### config.mk
export PLATFORM = sky130hd
export DESIGN_NAME = puf_input_network_pipe_flat
export DESIGN_NICKNAME = d
export VERILOG_FILES = /design/src/rtl/puf_input_network_pipe_if.sv /design/src/rtl/puf_input_network_pipe.sv /design/src/flat_wrapper.sv
export SDC_FILE = /design/constraint.sdc
export NUM_CORES = 1
export LEC_CHECK = 0
export ABC_CLOCK_PERIOD_IN_PS = 1800
export CORE_MARGIN = 3
export CORE_UTILIZATION = 35
export DETAILED_ROUTE_END_ITERATION = 12
export GPL_TIMING_DRIVEN = 0
export HOLD_SLACK_MARGIN = 0.02
export SYNTH_ARGS = -nofsm -noshare
export SYNTH_HDL_FRONTEND = slang
export SYNTH_SLANG_ARGS = --single-unit
### constraint.sdc
create_clock -name clk -period 1.8 [get_ports clk]
set_input_delay 0.27 -clock clk [delete_from_list [all_inputs] [get_ports clk]]
set_output_delay 0.27 -clock clk [all_outputs]
set_load 0.1 [all_outputs]
### src/rtl/puf_input_network_pipe_if.sv
// Challenge-path bus for the PUF input network: request side (data/mode in),
// challenge side (transformed word out) and status.
interface puf_input_network_pipe_if #(
    parameter int WIDTH = 64,
    parameter int CNT_W = 16
);
    logic             in_valid;
    logic             in_ready;
    logic [WIDTH-1:0] dataIn;
    logic [1:0]       mode;
    logic             out_valid;
    logic             out_ready;
    logic [WIDTH-1:0] dataOut;
    logic             busy;
    logic [CNT_W-1:0] chal_cnt;

    modport master (
        output in_valid, dataIn, mode, out_ready,
        input  in_ready, out_valid, dataOut, busy, chal_cnt
    );

    modport slave (
        input  in_valid, dataIn, mode, out_ready,
        output in_ready, out_valid, dataOut, busy, chal_cnt
    );
endinterface

### src/rtl/puf_input_network_pipe.sv
// Registered SAC input network: bypass, single SAC pass, or ROUNDS iterated
// passes (one per clock), delivered as a challenge with valid/ready.
module puf_input_network_pipe #(
    parameter int WIDTH  = 64,
    parameter int ROUNDS = 4,
    parameter int CNT_W  = 16
) (
    input logic                     clk,
    input logic                     reset,
    puf_input_network_pipe_if.slave bus
);
    localparam logic [1:0] ST_IDLE = 2'd0;
    localparam logic [1:0] ST_ITER = 2'd1;
    localparam logic [1:0] ST_HOLD = 2'd2;
    localparam logic [7:0] LAST_RND = 8'(ROUNDS - 1);

    logic [1:0]       state_q, state_d;
    logic [WIDTH-1:0] data_q, data_d;
    logic [7:0]       rnd_q, rnd_d;
    logic [CNT_W-1:0] cnt_q, cnt_d;
    logic [WIDTH-1:0] sac_in, sac_out;

    // One shared SAC network: fed by the input word in IDLE, by its own result in ITER.
    assign sac_in = (state_q == ST_ITER) ? data_q : bus.dataIn;

    assign sac_out[WIDTH/2] = sac_in[0];
    assign sac_out[0]       = sac_in[0] ^ sac_in[WIDTH-1];

    for (genvar g = 1; g <= WIDTH - 3; g += 2) begin : g_odd
        assign sac_out[(g+1)/2] = sac_in[g] ^ sac_in[g+1];
    end

    for (genvar g = 2; g <= WIDTH - 2; g += 2) begin : g_even
        assign sac_out[(WIDTH+g)/2] = sac_in[g] ^ sac_in[g+1];
    end

    always_comb begin
        state_d = state_q;
        data_d  = data_q;
        rnd_d   = rnd_q;
        cnt_d   = cnt_q;
        case (state_q)
            ST_IDLE: begin
                if (bus.in_valid) begin
                    if (bus.mode == 2'd0) begin
                        data_d  = bus.dataIn;
                        state_d = ST_HOLD;
                    end else if (bus.mode == 2'd2) begin
                        data_d  = sac_out;
                        rnd_d   = 8'd1;
                        state_d = ST_ITER;
                    end else begin
                        data_d  = sac_out;
                        state_d = ST_HOLD;
                    end
                end
            end
            ST_ITER: begin
                data_d = sac_out;
                rnd_d  = rnd_q + 8'd1;
                // rnd_q counts passes already applied; this cycle's pass is the last one.
                if (rnd_q == LAST_RND) state_d = ST_HOLD;
            end
            ST_HOLD: begin
                if (bus.out_ready) begin
                    cnt_d   = cnt_q + 1'b1;
                    state_d = ST_IDLE;
                end
            end
            default: state_d = ST_IDLE;
        endcase
    end

    always_ff @(posedge clk) begin
        if (reset) begin
            state_q <= ST_IDLE;
            data_q  <= '0;
            rnd_q   <= '0;
            cnt_q   <= '0;
        end else begin
            state_q <= state_d;
            data_q  <= data_d;
            rnd_q   <= rnd_d;
            cnt_q   <= cnt_d;
        end
    end

    assign bus.in_ready  = (state_q == ST_IDLE);
    assign bus.out_valid = (state_q == ST_HOLD);
    assign bus.busy      = (state_q == ST_ITER);
    assign bus.dataOut   = data_q;
    assign bus.chal_cnt  = cnt_q;
endmodule
### src/flat_wrapper.sv
// flat-port wrapper written by rule: the top's interface ports become plain ports
module puf_input_network_pipe_flat 
#(
    parameter int WIDTH  = 64,
    parameter int ROUNDS = 4,
    parameter int CNT_W  = 16
)
  (clk, reset, bus_in_valid, bus_dataIn, bus_mode, bus_out_ready, bus_in_ready, bus_out_valid, bus_dataOut, bus_busy, bus_chal_cnt);
  puf_input_network_pipe_if #(.WIDTH(WIDTH), .CNT_W(CNT_W)) bus_i ();
  input logic clk;
  input logic reset;
  input wire logic [$bits(bus_i.in_valid)-1:0] bus_in_valid;
  input wire logic [$bits(bus_i.dataIn)-1:0] bus_dataIn;
  input wire logic [$bits(bus_i.mode)-1:0] bus_mode;
  input wire logic [$bits(bus_i.out_ready)-1:0] bus_out_ready;
  output wire logic [$bits(bus_i.in_ready)-1:0] bus_in_ready;
  output wire logic [$bits(bus_i.out_valid)-1:0] bus_out_valid;
  output wire logic [$bits(bus_i.dataOut)-1:0] bus_dataOut;
  output wire logic [$bits(bus_i.busy)-1:0] bus_busy;
  output wire logic [$bits(bus_i.chal_cnt)-1:0] bus_chal_cnt;
  assign bus_i.in_valid = bus_in_valid;
  assign bus_i.dataIn = bus_dataIn;
  assign bus_i.mode = bus_mode;
  assign bus_i.out_ready = bus_out_ready;
  assign bus_in_ready = bus_i.in_ready;
  assign bus_out_valid = bus_i.out_valid;
  assign bus_dataOut = bus_i.dataOut;
  assign bus_busy = bus_i.busy;
  assign bus_chal_cnt = bus_i.chal_cnt;
  puf_input_network_pipe #(.WIDTH(WIDTH), .ROUNDS(ROUNDS), .CNT_W(CNT_W)) u_core (.clk(clk), .reset(reset), .bus(bus_i));
endmodule
; ---- Word-level counts from Yosys, hierarchy flattened
; Index checks and enable logic that the tools add are counted.
; W data, S select, Z words.
[op_classes]
n_reduce_logical = 7
n_eq_ne = 9
bitwise_logic = 63
mux = 14
add_sub_neg = 2
[op_table]
columns = cell, count
row1 = $mux W64, 3
row2 = $pmux W64 S2, 1
row3 = $xor A1 B1 Y1, 63
row4 = $mux W8, 3
row5 = $add A16 B1 Y16 const B, 1
row6 = $pmux W8 S2, 1
row7 = $mux W2, 5
row8 = $add A8 B1 Y8 const B, 1
row9 = $eq A8 B2 Y1 const B, 1
row10 = $ne A2 B2 Y1 const B, 3
row11 = $pmux W2 S3, 1
row12 = $eq A2 B2 Y1 const B, 2
row13 = $logic_not A2 Y1, 2
row14 = $ne A2 B1 Y1 const B, 2
row15 = $reduce_and A2 Y1, 2
row16 = $reduce_and A4 Y1, 1
row17 = $reduce_and A3 Y1, 1
row18 = $eq A2 B1 Y1 const B, 1
row19 = $reduce_bool A2 Y1, 1
[totals]
inputBits = 70
register_bits = 90

; ---- Depth between registers and ports, before layout
[logic_depth]
ltp_word = 6
depth_mapped = 7
ltp_nobuf = 5

; ---- Least setup slack after synthesis
; Ideal clock, no wire load.
[synth_timing]
path_type = register to register
startpoint = register u_core.state_q[0]
endpoint = register u_core.cnt_q[0], in the netlist u_core.bus.chal_cnt[0]
period_less_slack_ns = 2.544
n_path_buf = 1
t_required_ns = 1.733
arrival_time_ns = 2.477
setup_time_ns = 0.067
path_slack_ns = -0.744
stages_incl_launch_ff = 6
path_cell_list = dfxtp_1 -> buf_2 -> nor2b_1 -> nand2_1 -> xor2_1 -> nor2_1
[synth_via]
elab_chain_len = 2
[synth_rtl]
columns = element, line_no
row1 = start: declaration, puf_input_network_pipe.sv:17  ; logic [1:0] state_q, state_d;
row2 = start signal: assignment, puf_input_network_pipe.sv:81  ; state_q <= state_d;
row3 = $eq A2 B2 Y1, -
row4 = via bus_out_valid, flat_wrapper.sv:17  ; output wire logic [$bits(bus_i.out_valid)-1:0] bus_out_valid;
row5 = $reduce_and A2 Y1 (no source line), -
row6 = end signal: assignment, puf_input_network_pipe.sv:84  ; cnt_q <= cnt_d;
row7 = end: declaration, puf_input_network_pipe.sv:20  ; logic [CNT_W-1:0] cnt_q, cnt_d;
; The timed path passes the listed nets, and every way through them passes these cells.
; A chain may end at the register's enable or synchronous reset.

; ---- Final worst setup path
[layout_timing]
startpoint = register u_core.state_q[0]
endpoint = output port bus_in_ready
[layout_via]
elab_chain_len = 1
[layout_rtl]
columns = element, line_no
row1 = $logic_not A2 Y1, puf_input_network_pipe.sv:88  ; assign bus.in_ready = (state_q == ST_IDLE);
row2 = end: declaration, flat_wrapper.sv:16  ; output wire logic [$bits(bus_i.in_ready)-1:0] bus_in_ready;
; Every way passes these cells.

==> metrics.json <==
{
  "die_area_um2": 17900,
  "grt_usage_pct": 23.2,
  "grt_use_met2_pct": 36.5,
  "detail_route.iter0.violations": 498,
  "routed_len_inst_um": 19.3,
  "storage_cell_area_um2": 1830,
  "via_count": 5999,
  "finalNetCount": 946,
  "grt.overflow.total": 0,
  "power.ir.vdd_worst_uv": 489,
  "max_stage_delay_ns": 0.44,
  "detail_route.first_pass.iterations": 5,
  "synthMostInstantiatedCell": "sky130_fd_sc_hd__xnor2_1",
  "setup.worst_path.end_class": "output pin",
  "area_growth_syn_to_layout_pct": 39.4,
  "post_layout_nonfiller_instances": 1095,
  "met3_usage_pct": 5.36,
  "ctsLongestPathBuffers": 2,
  "final.period_utilization_pct": 96.7,
  "fin_hold_ws_ns": 0.498,
  "ys_top_cells_by_area": "sky130_fd_sc_hd__dfxtp_1, sky130_fd_sc_hd__xnor2_1, sky130_fd_sc_hd__a211oi_1",
  "cp_data_arrival_time_ns": 1.47,
  "finalWeightedCongestion": 0.916,
  "clock_skew_ns": 0.0106,
  "timing.max_cap.violations": 0,
  "finalWorstPathRequiredPeriod_ns": 1.74,
  "max_freq_mhz": 574,
  "post-route-worst-setup-slack_ns": 0.0585,
  "ys_ff_latch": 90,
  "report.final.slew_viol_count": 0,
  "core.rowCount": 46,
  "synthDominantAreaCellType": "sky130_fd_sc_hd__dfxtp_1",
  "clock_insertion_delay_worst_skew_ns": 0.35,
  "postSynth.topFlopCell": "sky130_fd_sc_hd__dfxtp_1",
  "synth_edf_count": 0,
  "filler_cell_count": 1577,
  "numPortBuffers": 152,
  "timing_worst_slew_pin_value_ns": 0.587,
  "dpl.cell_count": 1079,
  "antenna_found_initial": 0,
  "cpMostUsedCell": "sky130_fd_sc_hd__buf_2",
  "power-per-cell-area_nw_per_um2": 915,
  "preCtsSetupSlack_ns": -0.843,
  "grt_setup_unrepaired": "true",
  "gate_count_after_technology_mapping": 711,
  "worstPathMaxFanout": 10,
  "clock_slew_seen_by_the_registers_of_the_worst_setup_and_hold_paths_ns": 0.06,
  "antenna-diode-count": 0,
  "ys_async_sr_fraction_pct": 0,
  "first_global_vias": 5997,
  "min-delay-path-class": "reg2reg",
  "die_w_um": 134,
  "max-slew-margin-rel_pct": 61.0,
  "setup_viol": 0,
  "crit_slowest_cell": "sky130_fd_sc_hd__buf_2",
  "yosysUniqueCellTypes": 51,
  "start_kind": "flop",
  "initial_utilization_pct": 36.0,
  "hold_viol_final": 0,
  "total_leakage_power_uw": 0.00260,
  "ys.warnings.count": 0,
  "cts.htree.levels": 3,
  "place_hpwl_um": 16000,
  "worstSetupPathType": "reg2out",
  "use_met1_pct": 30.9,
  "synth.top_cells.by_count": "sky130_fd_sc_hd__xnor2_1, sky130_fd_sc_hd__dfxtp_1, sky130_fd_sc_hd__nor2_1",
  "route.detailed.drc": 0,
  "pin_count": 153,
  "fp.dieH_um": 134,
  "cts_buffers": 9,
  "detail_route.vias_per_cell": 5.48,
  "synthesis.area_um2": 5730,
  "worstPathRequired_ns": 1.53,
  "globalRoute.busiestLayer": "met2",
  "totalWireLength_um": 21100,
  "number_of_clock_sinks": 90,
  "grt_start_max_net_pins": 14,
  "outcome": "complete, no violations",
  "core_region_area_um2": 15900,
  "cts.root.buffer_cell": "sky130_fd_sc_hd__clkbuf_16",
  "cts_tree": "done",
  "syn_nets": 783,
  "netlist.area_leader.share_pct": 31.4,
  "path_cells": "buf_2 > nor2_2 > buf_2",
  "multi_input_area_um2": 3660,
  "first_pass_grt_wire_length_um": 32900,
  "layout-drive-gt1-share_pct": 18.9,
  "synth_sequential_area_ratio_pct": 31.4,
  "setup-tns-final_ns": 0,
  "average_cell_area_after_synthesis_um2": 8.06,
  "final_antenna_net_count": 0,
  "post-cts-setup-buffer-count": 0
}
[metal layers]
layer | up-vias | share of wire (%)
met5 | - | 0
met4 | 0 | 2.7
met3 | 40 | 7.7
met2 | 272 | 45
met1 | 2781 | 45
li1 | 2906 | -
[worst max-delay path: cells and delay by family (launching register included)]
family                 cells  cell delay (ns)
buffers and inverters      2             0.64
and+or+nand+nor            1             0.13
DFF                        1             0.35
[area by class of cell]
type | count | area share (%)
clock inverter | 4 | 0.533
timing repair buffer | 152 | 20.3
clock buffer | 12 | 2.96
buffer | 59 | 3.78
multi-input combinational | 557 | 45.9
sequential | 90 | 22.9
inverter | 5 | 0.298
tap | 216 | 3.38
[layout by cell type (no fill, tap or decap), drive strengths merged, types with 3 or more instances in the layout]
master | Yosys | layout
buf | 25 | 23
nand4 | 3 | 3
inv | 5 | 5
clkdlybuf4s15 | 0 | 79
xnor2 | 135 | 135
nor3 | 67 | 67
nor2b | 5 | 5
nand3 | 9 | 9
clkdlybuf4s50 | 0 | 69
clkinv | 0 | 3
nor4b | 3 | 3
a211oi | 62 | 62
o21ai | 68 | 68
dfxtp | 90 | 90
nor4 | 4 | 4
o22ai | 61 | 61
mux2 | 4 | 4
clkbuf | 34 | 52
xor2 | 5 | 5
nor2 | 90 | 90
a21oi | 5 | 5
nand2 | 9 | 9
[registers in the layout, indices dropped and copies added (netlist names)]
| signal | flops |
|---|---|
| u_core.bus.dataOut | 64 |
| u_core.bus.chal_cnt | 16 |
| u_core.rnd_q | 8 |
| u_core.state_q | 2 |
[power breakdown]
group / internal, µW / total [µW] / switching [µW] / leakage, µW
Sequential: 2160 / 2430 / 272 / 0.000751
Combinational: 957 / 3010 / 2050 / 0.00171
Clock: 1070 / 1870 / 804 / 0.000136
[cells by family (layout without fill, tap and decap cells)]
kind of cell	after synthesis	count (layout)	share of synthesized area, %
AO/OA/AOI/OAI	209	209	23.2
AND/OR/NAND/NOR	201	201	17.7
XOR/XNOR	140	140	21.4
flip-flops	90	90	31.4
buffers and inverters	64	232	4.89
multiplexers	5	5	0.960
adder cells (fa/ha/maj)	2	2	0.437
[final timing paths]
check | start | end | slack (ns) | cells past startpoint
max | u_core.state_q[0] | bus_in_ready | 0.06 | 3
min | u_core.bus.chal_cnt[1] | u_core.bus.chal_cnt[1] | 0.50 | 2
max reg2reg | u_core.state_q[1] | u_core.bus.dataOut[56] | 0.14 | 6
min reg2reg | u_core.bus.chal_cnt[1] | u_core.bus.chal_cnt[1] | 0.50 | 2
[metrics by stage]
stage / instance area, µm² / util, % / power, µW
after floorplan: 5770 / - / 4580
after global placement: 7560 / 47.4 / 5490
after detailed placement: 7560 / 47.4 / 5490
after CTS: 7960 / 49.9 / 7310
after global routing: 7990 / 50.1 / 7590
final: 7990 / 50.1 / 7310
[what timing repair did]
| item | CTS | global route |
|---|---|---|
| resized for setup | 267 | 37 |
| hold buffers | 0 | 0 |
| endpoints found under the setup margin | 121 | 72 |
Power figures use the tool's default switching activity.
